$ cat src/rtl/exp_frame_accum_if.sv
// Stream bundle between the exponential pipeline, the frame accumulator and
// the consumer of frame totals.
interface exp_frame_accum_if #(
   parameter int WIDTHIN = 32,
   parameter int ACCW    = 40
);
   logic               i_valid;
   logic [WIDTHIN-1:0] i_y;
   logic               o_ready;
   logic               o_valid;
   logic               i_ready;
   logic [ACCW-1:0]    o_sum;
   logic               o_ovf;

   modport master (
      output i_valid, i_y, i_ready,
      input  o_ready, o_valid, o_sum, o_ovf
   );

   modport slave (
      input  i_valid, i_y, i_ready,
      output o_ready, o_valid, o_sum, o_ovf
   );
endinterface

$ cat src/rtl/exp_frame_accum.sv
// Buffers Q7.25 samples in a small FIFO and sums FRAME_LEN of them into a
// Q15.25 frame total presented on a registered valid/ready output.
module exp_frame_accum #(
   parameter int WIDTHIN    = 32,
   parameter int ACCW       = 40,
   parameter int FRAME_LEN  = 8,
   parameter int FIFO_DEPTH = 4
) (
   input  logic             clk,
   input  logic             reset,
   exp_frame_accum_if.slave bus
);
   localparam int PTR_W  = $clog2(FIFO_DEPTH);
   localparam int CNT_W  = $clog2(FIFO_DEPTH + 1);
   localparam int FCNT_W = $clog2(FRAME_LEN + 1);

   typedef enum logic {ACCUM, HOLD} state_t;

   logic [WIDTHIN-1:0] mem [FIFO_DEPTH];
   logic [PTR_W-1:0]   wr_ptr, rd_ptr;
   logic [CNT_W-1:0]   count;
   logic               full, empty, push, pop;

   state_t             state;
   logic [ACCW-1:0]    acc;
   logic [FCNT_W-1:0]  cnt;
   logic               ovf;
   logic               valid_q, ovf_q;
   logic [ACCW-1:0]    sum_q;

   logic [WIDTHIN-1:0] head;
   logic [ACCW:0]      sum_ext;
   logic               ovf_next, last;

   // Backpressure comes from registered occupancy only, never from i_valid.
   assign full  = (count == CNT_W'(FIFO_DEPTH));
   assign empty = (count == '0);
   assign push  = bus.i_valid & ~full & ~reset;
   assign pop   = (state == ACCUM) & ~empty;

   assign head     = mem[rd_ptr];
   assign sum_ext  = {1'b0, acc} + (ACCW+1)'(head);
   assign ovf_next = ovf | sum_ext[ACCW];
   assign last     = (cnt == FCNT_W'(FRAME_LEN - 1));

   assign bus.o_ready = ~full;
   assign bus.o_valid = valid_q;
   assign bus.o_sum   = sum_q;
   assign bus.o_ovf   = ovf_q;

   // NOTE: storage has no reset; occupancy and pointers alone define which
   // entries are live, so clearing the array would only add reset fan-out.
   always_ff @(posedge clk) begin
      if (push) mem[wr_ptr] <= bus.i_y;
   end

   always_ff @(posedge clk or posedge reset) begin
      if (reset) begin
         wr_ptr <= '0;
         rd_ptr <= '0;
         count  <= '0;
      end else begin
         if (push) wr_ptr <= wr_ptr + PTR_W'(1);
         if (pop)  rd_ptr <= rd_ptr + PTR_W'(1);
         case ({push, pop})
            2'b10:   count <= count + CNT_W'(1);
            2'b01:   count <= count - CNT_W'(1);
            default: count <= count;
         endcase
      end
   end

   // NOTE: every register below uses <= so all updates see pre-edge values.
   always_ff @(posedge clk or posedge reset) begin
      if (reset) begin
         state   <= ACCUM;
         acc     <= '0;
         cnt     <= '0;
         ovf     <= 1'b0;
         valid_q <= 1'b0;
         sum_q   <= '0;
         ovf_q   <= 1'b0;
      end else begin
         case (state)
            ACCUM: begin
               if (pop) begin
                  acc <= sum_ext[ACCW-1:0];
                  ovf <= ovf_next;
                  cnt <= cnt + FCNT_W'(1);
                  if (last) begin
                     sum_q   <= sum_ext[ACCW-1:0];
                     ovf_q   <= ovf_next;
                     valid_q <= 1'b1;
                     state   <= HOLD;
                  end
               end
            end
            HOLD: begin
               if (bus.i_ready) begin
                  valid_q <= 1'b0;
                  acc     <= '0;
                  cnt     <= '0;
                  ovf     <= 1'b0;
                  state   <= ACCUM;
               end
            end
            default: state <= ACCUM;
         endcase
      end
   end
endmodule
$ cat src/flat_wrapper.sv
// flat-port wrapper written by rule: the top's interface ports become plain ports
module exp_frame_accum_flat 
#(
   parameter int WIDTHIN    = 32,
   parameter int ACCW       = 40,
   parameter int FRAME_LEN  = 8,
   parameter int FIFO_DEPTH = 4
)
  (clk, reset, bus_i_valid, bus_i_y, bus_i_ready, bus_o_ready, bus_o_valid, bus_o_sum, bus_o_ovf);
  exp_frame_accum_if #(.WIDTHIN(WIDTHIN), .ACCW(ACCW)) bus_i ();
  input  logic clk;
  input  logic reset;
  input wire logic [$bits(bus_i.i_valid)-1:0] bus_i_valid;
  input wire logic [$bits(bus_i.i_y)-1:0] bus_i_y;
  input wire logic [$bits(bus_i.i_ready)-1:0] bus_i_ready;
  output wire logic [$bits(bus_i.o_ready)-1:0] bus_o_ready;
  output wire logic [$bits(bus_i.o_valid)-1:0] bus_o_valid;
  output wire logic [$bits(bus_i.o_sum)-1:0] bus_o_sum;
  output wire logic [$bits(bus_i.o_ovf)-1:0] bus_o_ovf;
  assign bus_i.i_valid = bus_i_valid;
  assign bus_i.i_y = bus_i_y;
  assign bus_i.i_ready = bus_i_ready;
  assign bus_o_ready = bus_i.o_ready;
  assign bus_o_valid = bus_i.o_valid;
  assign bus_o_sum = bus_i.o_sum;
  assign bus_o_ovf = bus_i.o_ovf;
  exp_frame_accum #(.WIDTHIN(WIDTHIN), .ACCW(ACCW), .FRAME_LEN(FRAME_LEN), .FIFO_DEPTH(FIFO_DEPTH)) u_core (.clk(clk), .reset(reset), .bus(bus_i));
endmodule
$ cat config.mk
export PLATFORM = sky130hd
export DESIGN_NAME = exp_frame_accum_flat
export DESIGN_NICKNAME = d
export VERILOG_FILES = /design/src/rtl/exp_frame_accum_if.sv /design/src/rtl/exp_frame_accum.sv /design/src/flat_wrapper.sv
export SDC_FILE = /design/constraint.sdc
export NUM_CORES = 1
export LEC_CHECK = 0
export ABC_AREA = 0
export BUFFER_PORTS_ARGS = -buffer_cell sky130_fd_sc_hd__buf_2
export CAP_MARGIN = 30
export CORE_ASPECT_RATIO = 1.1
export CORE_MARGIN = 8
export CORE_UTILIZATION = 50
export DETAILED_ROUTE_END_ITERATION = 8
export PLACE_DENSITY = 0.66
export SYNTH_ARGS = -nofsm -noshare
export SYNTH_HDL_FRONTEND = slang
export SYNTH_SLANG_ARGS = --single-unit
$ cat constraint.sdc
create_clock -name clk -period 4.8 [get_ports clk]
set_clock_uncertainty 0.15 [all_clocks]
set_input_delay 0.72 -clock clk [delete_from_list [all_inputs] [get_ports clk]]
set_output_delay 0.72 -clock clk [all_outputs]
set_load 0.1 [all_outputs]
; Yosys cells after proc, flatten, opt, wreduce, memory -nomap -nowiden
; Memory sizes are Yosys's and may differ from the RTL's.
; Index checks and enable logic that the tools add are counted.
[classes]
n_addsub = 6
n_eq_ne = 7
muxes = 19
bitwise_logic = 8
n_reduce_logical = 5
[ops]
columns = op, count
row1 = two-way mux 40 bit, 2
row2 = case mux 40 bit (2 select lines), 1
row3 = adder 40 x 32 -> 41 bit, 1
row4 = two-way mux 1 bit, 9
row5 = two-way mux 4 bit, 2
row6 = case mux 4 bit (2 select lines), 1
row7 = case mux 1 bit (2 select lines), 3
row8 = case mux 3 bit (2 select lines), 1
row9 = AND reduction 3 bit, 2
row10 = adder 2 x 1 -> 2 bit (second input constant), 2
row11 = adder 4 x 1 -> 4 bit (second input constant), 1
row12 = equality test 4 x 3 -> 1 bit (second input constant), 1
row13 = inequality test 2 x 1 -> 1 bit (second input constant), 2
row14 = inverter 1 bit, 4
row15 = adder 3 x 1 -> 3 bit (second input constant), 1
row16 = bitwise AND 1 bit, 3
row17 = equality test 3 bit (second input constant), 1
row18 = logical NOT 3 bit, 1
row19 = subtractor 3 x 1 -> 3 bit (second input constant), 1
row20 = equality test 2 x 1 -> 1 bit (second input constant), 1
row21 = equality test 2 bit (second input constant), 1
row22 = inequality test 2 bit (second input constant), 1
row23 = AND reduction 2 bit, 1
row24 = nonzero test 2 bit, 1
row25 = OR 1 bit, 1
[totals]
ff_bits = 95
mem_bits_rw = 128
inputBits = 36
output_inout_bits = 43
word_cells = 56
mem_count = 1
[memory_table]
columns = name, words, width, rd, rd_clocked_by_memory_dff, write_ports, line
row1 = u_core.mem, 4, 32, 1, 0, 1, exp_frame_accum.sv:19  ; logic [WIDTHIN-1:0] mem [FIFO_DEPTH];

; Depth between registers and ports, before layout
; Gate-level depths: netlist (run 1).
[depth]
depth_word = 6
mapped_depth = 13
ltp_nobuf = 12

; Worst setup path before layout (run 1)
; Ideal clock, no wire load.
[synth_timing]
kind = input to register
startpoint = in reset
endpoint = mem u_core.mem[0][0] (enable)
setup_ns = 0.392
arrival_ns = 4.124
required_ns = 4.258
setup_slack_ns = 0.134
path_stages = 4
n_path_buf = 1
path_cell_list = inv_1 > and3_1 > clkbuf_1 > and2_1
[synth_via]
elab_chain_cells = 4
[synth_lines]
columns = item, line
row1 = start: declaration, flat_wrapper.sv:12  ; input logic reset;
row2 = inverter 1 bit, exp_frame_accum.sv:38  ; assign push = bus.i_valid & ~full & ~reset;
row3 = bitwise AND 1 bit, exp_frame_accum.sv:38
row4 = two-way mux 1 bit, exp_frame_accum.sv:54  ; if (push) mem[wr_ptr] <= bus.i_y;
row5 = two-way mux 1 bit (implied by the code), exp_frame_accum.sv:54
row6 = end: declaration, exp_frame_accum.sv:19
; Every way passes these cells.

; Worst setup path after layout (run 1)
[layout_timing]
startpoint = reg u_core.rd_ptr[0]
endpoint = reg u_core.sum_q[32], in the netlist u_core.bus.o_sum[32]
[layout_via]
elab_chain_cells = 2
[layout_lines]
columns = item, line
row1 = start: declaration, exp_frame_accum.sv:20  ; logic [PTR_W-1:0] wr_ptr, rd_ptr;
row2 = start signal: assignment, exp_frame_accum.sv:64  ; if (pop) rd_ptr <= rd_ptr + PTR_W'(1);
row3 = memory (4 x 32 bit), n/a
row4 = adder 40 x 32 -> 41 bit, exp_frame_accum.sv:42  ; assign sum_ext = {1'b0, acc} + (ACCW+1)'(head);
row5 = end signal: assignment, exp_frame_accum.sv:91  ; sum_q <= sum_ext[ACCW-1:0];
row6 = end: declaration, exp_frame_accum.sv:29  ; logic [ACCW-1:0] sum_q;
; Every way passes these cells.
; A chain may end at the register's enable or synchronous reset.

==> impl_metrics.yaml, run 1 <==
sta:
  setup_violations: 0
  min_period_ps: 3900
  finalSetupTns_ps: 0
  slew_headroom_pct: 51.5
  hold_violations: 0
  rsz0062_at_grt: "false"
  max_freq_ghz: 0.256
  final_max_slew_viol_count: 0
  min_period_over_period_pct: 81.3
  worst_slew_pin_slew_ps: 728
die:
  core-area_sq_um: 20400
  rows: 55
  die_height_um: 167
  dieWidth_um: 153
  initial_utilization_pct: 50.5
  ios: 79
  dieArea_sq_um: 25500
clocking:
  clock_sinks: 223
  clockRootBuffer: "clkbuf_16"
  clock_latency_ps: 500
  cts_buffers: 23
  post_cts_resized: 0
  clockBufferDepth: 3
  postCtsSetupBuffers: 0
  hold_buffers: 0
  ctsHtreeMaxLevel: 1
  clkTransAtPathRegs_ps: 60
  cts_tree: "done"
yosys:
  syn_area_per_cell_sq_um: 12.6
  yosys.area.top_type: "edfxtp_1"
  synth_common_cells: "edfxtp_1 (128), nand2_1 (126), dfrtp_1 (95)"
  ys_types: 63
  synth_nets: 898
  ys_ff_latch: 223
  synth-edff-count: 128
  ys_seq_area_share_pct: 60.2
  synthTopCellsByArea: "edfxtp_1 (37%), dfrtp_1 (23%), mux4_2 (7.0%)"
  netlist_area_sq_um: 10300
  yosysMostFrequentCell: "edfxtp_1"
  netlist_instances: 822
  synth_top_area_share_pct: 37.2
  synthFlopType: "edfxtp_1"
  ys_async_sr_fraction_pct: 42.6
  ys_warn_count: 0
placement:
  hpwl_um: 15600
  place.gp.congestion: 0.876
  port_buffers: 78
route:
  ant_nets: 0
  drt_wl_total_um: 22500
  viasPerCell: 5.66
  drc_errors: 0
  num_vias: 6660
  drt-pass1-iter-count: 5
  post_drt_wl_per_cell_um: 19.1
  drtIter0Drc: 399
grt:
  grt_pass1_vias: 6875
  grt_start_max_net_pins: 71
  antenna_found_initial: 0
  grt_usage_pct: 17.7
  grt_pass1_wl_um: 36700
  grt-ovfl-total: 0
worst_setup_path:
  worstPathArrival_ps: 4120
  cp_slowest_stage_delay_ps: 840
  cp_slowest_cell: "dfrtp_2"
  critPathTopFamily: "compound AO/OA/AOI/OAI gates"
  crit_buf_inv: 1
  critPathRequiredTime_ps: 5020
  start_kind: "flop"
  worstPathCellList: "buf_12 -> mux4_2 -> ha_1 -> a21oi_1 -> o21ai_0 -> a221oi_1 -> a31oi_1 -> a21oi_1 -> xnor2_1 -> o21ai_0"
  crit_fanout: 21
  crit_type: "reg2reg"
  critPathCaptureType: "flop"
run:
  cap_violations: 0
cells_and_area:
  syn2layout_area_growth_pct: 15.0
  diodes: 0
  multi_input_area_sq_um: 3890
  final_layout_size_suffix_gt1_share_pct: 20.3
  fill_cells: 1667
  fin_nets: 981
  final_core_util_pct: 58.1
  regArea_sq_um: 6220
outcome:
  status: "finished, final reports clean"
min_path:
  min_path_type: "in2async"
flip-flops by register name, indices dropped and copies added, names as in the netlist:
name                cells
u_core.wr_ptr           2
u_core.cnt              4
u_core.bus.o_ovf        1
u_core.mem            128
u_core.rd_ptr           2
u_core.state            1
u_core.bus.o_valid      1
u_core.ovf              1
u_core.count            3
u_core.acc             40
u_core.bus.o_sum       40
cell type report:
cell class              count  share of cell area (%)
flip-flops and latches    223                    52.4
multi-input cells         542                    32.8
clock buffers              27                    5.32
repair buffers             93                    4.57
well taps                 256                    2.70
clock inverters            14                    1.56
inverters                  22                   0.716
kinds of logic (layout without fill, tap and decap cells):
family                     after synthesis  after routing  share of synthesized area, %
and+or+nand+nor                        245            245                          11.2
DFF                                    223            223                          60.2
AOI/OAI and AO/OA                      179            179                          10.5
buffers and inverters                   57            156                          2.12
xor gates and xnor gates                42             42                          3.56
adders and majority gates               40             40                          4.99
muxes                                   36             36                          7.41
layout by cell type, fill, tap and decap left out, types with 5 or more instances in the layout:
cell type  synthesis  final
clkbuf_16          0     24
and3_1             5      5
edfxtp_1         128    128
nand3_1           44     44
o21a_1             8      8
o21ai_0           69     69
clkinv_2           0      5
o21bai_1           7      7
and2_1             7      7
ha_1              38     38
mux4_2            32     32
buf_2              4     78
nand4_1            8      8
inv_1             21     20
buf_4              0     12
xor2_1            17     17
nor2_1            24     24
o21ai_1            6      6
nor3_1            10     10
dfrtp_1           95     94
a21oi_1           41     41
a21o_1            14     14
nand2_1          126    126
xnor2_1           25     25
layer usage:
layer | vias to the layer above | routed length (um) | track usage [%]
li1 | 3205 | - | -
met1 | 3259 | 10400 | 24.2
met2 | 159 | 10400 | 28.4
met3 | 37 | 1020 | 2.69
met4 | 0 | 628 | 5.81
met5 | - | 0 | 0
final timing paths:
| check | from | end | slack, ps | cells after the start |
|---|---|---|---|---|
| setup / recovery | u_core.rd_ptr[0]$_DFFE_PP0P_ | u_core.bus.o_sum[32]$_DFFE_PP0P_ | 900 | 10 |
| hold / removal | reset | u_core.bus.o_sum[9]$_DFFE_PP0P_ | 20 | 2 |
| setup reg to reg | u_core.rd_ptr[0]$_DFFE_PP0P_ | u_core.bus.o_sum[32]$_DFFE_PP0P_ | 900 | 10 |
| hold reg to reg | u_core.bus.o_sum[35]$_DFFE_PP0P_ | u_core.bus.o_sum[35]$_DFFE_PP0P_ | 320 | 2 |
| max in group asynchronous | reset | u_core.rd_ptr[0]$_DFFE_PP0P_ | 3600 | 4 |
| min in group clk | bus_i_y[8] | u_core.mem[0][8]$_DFFE_PP_ | 280 | 1 |
through the flow:
stage	area [sq um]	setup WS (ps)	instances	hold WS (ps)
5_1_grt	11900	563	1177	30.3
3_5_place_dp	11100	853	1136	311
2_1_floorplan	10300	134	822	305
6_report	11900	899	1177	18.9
4_1_cts	11900	849	1177	7.87
3_3_place_gp	11000	855	1134	306
Power of run 1 is left out: the tool's default activity adds up to more than one toggle a clock period on the data nets, which glitch-free logic cannot reach.
==> inputs of run 2 (changes only) <==
- clock period: 4.8 -> 3.95 ns (I/O delays scaled with it)
==> impl_metrics.yaml, run 2 (same netlist as run 1, synthesis figures left out) <==
grt:
  grt_pass1_vias: 6790
  grt_start_max_net_pins: 71
  grt_usage_pct: 17.6
  antenna_found_initial: 0
  grt-ovfl-total: 0
  grt_pass1_wl_um: 36500
cells_and_area:
  largest_register: "u_core.mem"
  layout_common_cells: "edfxtp_1 (128), nand2_1 (126), dfrtp_1 (94)"
  syn2layout_area_growth_pct: 14.8
  final_layout_size_suffix_gt1_share_pct: 19.9
  layout_commonest_cell: "edfxtp_1"
  largest_register_ffs: 128
  fill_cells: 1675
  diodes: 0
  fin_nets: 984
sta:
  min_period_over_period_pct: 90.0
  rsz0062_at_grt: "false"
  finalSetupTns_ps: 0
  setup_violations: 0
  final_max_slew_viol_count: 0
  min_period_ps: 3560
  hold_violations: 0
  worst_slew_pin_slew_ps: 752
  hold_ws_ps: 142
  slew_headroom_pct: 49.6
  max_freq_ghz: 0.281
worst_setup_path:
  crit_type: "reg2reg"
  worstPathArrival_ps: 3840
  critPathCaptureType: "flop"
  crit_fanout: 25
  worstPathCellList: "buf_12 -> buf_4 -> mux4_2 -> ha_1 -> a21o_1 -> a21oi_1 -> o211ai_1 -> a21o_1 -> a21oi_1 -> nand2_2 -> a31o_2 -> nand3_1"
  cp_slowest_stage_delay_ps: 530
  start_kind: "flop"
  cp_slowest_cell: "mux4_2"
  critPathRequiredTime_ps: 4230
route:
  drtIter0Drc: 419
  drc_errors: 0
  viasPerCell: 5.67
  num_vias: 6695
  drt-pass1-iter-count: 4
  drt_wl_total_um: 22400
  ant_nets: 0
  post_drt_wl_per_cell_um: 18.9
clocking:
  post_cts_resized: 0
  postCtsSetupBuffers: 0
  clock_sinks: 223
  ctsHtreeMaxLevel: 1
  clkTransAtPathRegs_ps: 60
  hold_buffers: 1
  cts_buffers: 23
  cts_tree: "done"
  clock_latency_ps: 520
  clockBufferDepth: 3
  clockRootBuffer: "clkbuf_16"
min_path:
  min_path_type: "in2reg"
die:
  die_height_um: 167
  rows: 55
  initial_utilization_pct: 50.5
  dieWidth_um: 153
  core-area_sq_um: 20400
  ios: 79
  dieArea_sq_um: 25500
placement:
  port_buffers: 78
  hpwl_um: 15400
  place.gp.congestion: 0.899
outcome:
  status: "finished, final reports clean"
run:
  cap_violations: 0
-- run 2: changes by cell type in the layout (fill, tap and decap cells not counted), sizes merged --
cell | before | now
clkinvlp | 3 | 4
clkbuf | 27 | 29
dlygate4sd3 | 0 | 1
clkinv | 7 | 6
bufinv | 4 | 3
buf | 93 | 95
-- run 2: final timing paths --
kind / startpoint / end / slack, ps / depth (start not counted)
worst max register to register: u_core.rd_ptr[0]$_DFFE_PP0P_ / u_core.bus.o_sum[36]$_DFFE_PP0P_ / 390 / 12
max in group asynchronous: reset / u_core.rd_ptr[0]$_DFFE_PP0P_ / 2020 / 5
min in group asynchronous: reset / u_core.wr_ptr[0]$_DFFE_PP0P_ / 500 / 3
worst min-delay path: bus_i_ready / u_core.ovf$_DFFE_PP0P_ / 140 / 2
worst max-delay path: u_core.rd_ptr[0]$_DFFE_PP0P_ / u_core.bus.o_sum[36]$_DFFE_PP0P_ / 390 / 12
worst min register to register: u_core.bus.o_sum[4]$_DFFE_PP0P_ / u_core.bus.o_sum[4]$_DFFE_PP0P_ / 320 / 2
-- run 2: layout make-up --
class / count / area (sq um) / area share, %
Timing Repair Buffer: 96 / 566 / 4.77
Tap cell: 256 / 320 / 2.70
Sequential cell: 223 / 6220 / 52.5
Inverter: 22 / 86.3 / 0.728
Multi-Input combinational cell: 542 / 3890 / 32.8
Clock buffer: 29 / 628 / 5.30
Clock inverter: 13 / 145 / 1.22
-- run 2: stage by stage --
| step | area [sq um] | utilization, % | setup WS (ps) | cells |
|---|---|---|---|---|
| detailed placement | 11100 | 54.2 | 369 | 1138 |
| CTS | 11900 | 58.0 | 363 | 1181 |
| global placement | 11100 | 54.1 | 390 | 1137 |
| global route | 11900 | 58.0 | 9.66 | 1181 |
| finish | 11900 | 58.0 | 395 | 1181 |
| floorplan | 10300 | - | 119 | 822 |
-- run 2: layer usage --
metal  vias up  GRT usage [%]  routed length, um  part of all wire (%)
li1       3197              -                  -                     -
met3        25           3.13               1170                   5.2
met4         0           4.18                318                   1.4
met2       173           28.7              10500                    47
met5         -              0                  0                     0
met1      3300           24.1              10400                    46
-- run 2: worst max-delay path, delay by kind of cell (launching register included) --
family,cells,cell delay (ps)
muxes,1,530
AOI/OAI and AO/OA,6,1310
buffers and inverters,2,500
DFF,1,370
and+or+nand+nor,2,260
adders and majority gates,1,360
Power of run 2 is left out for the same reason.
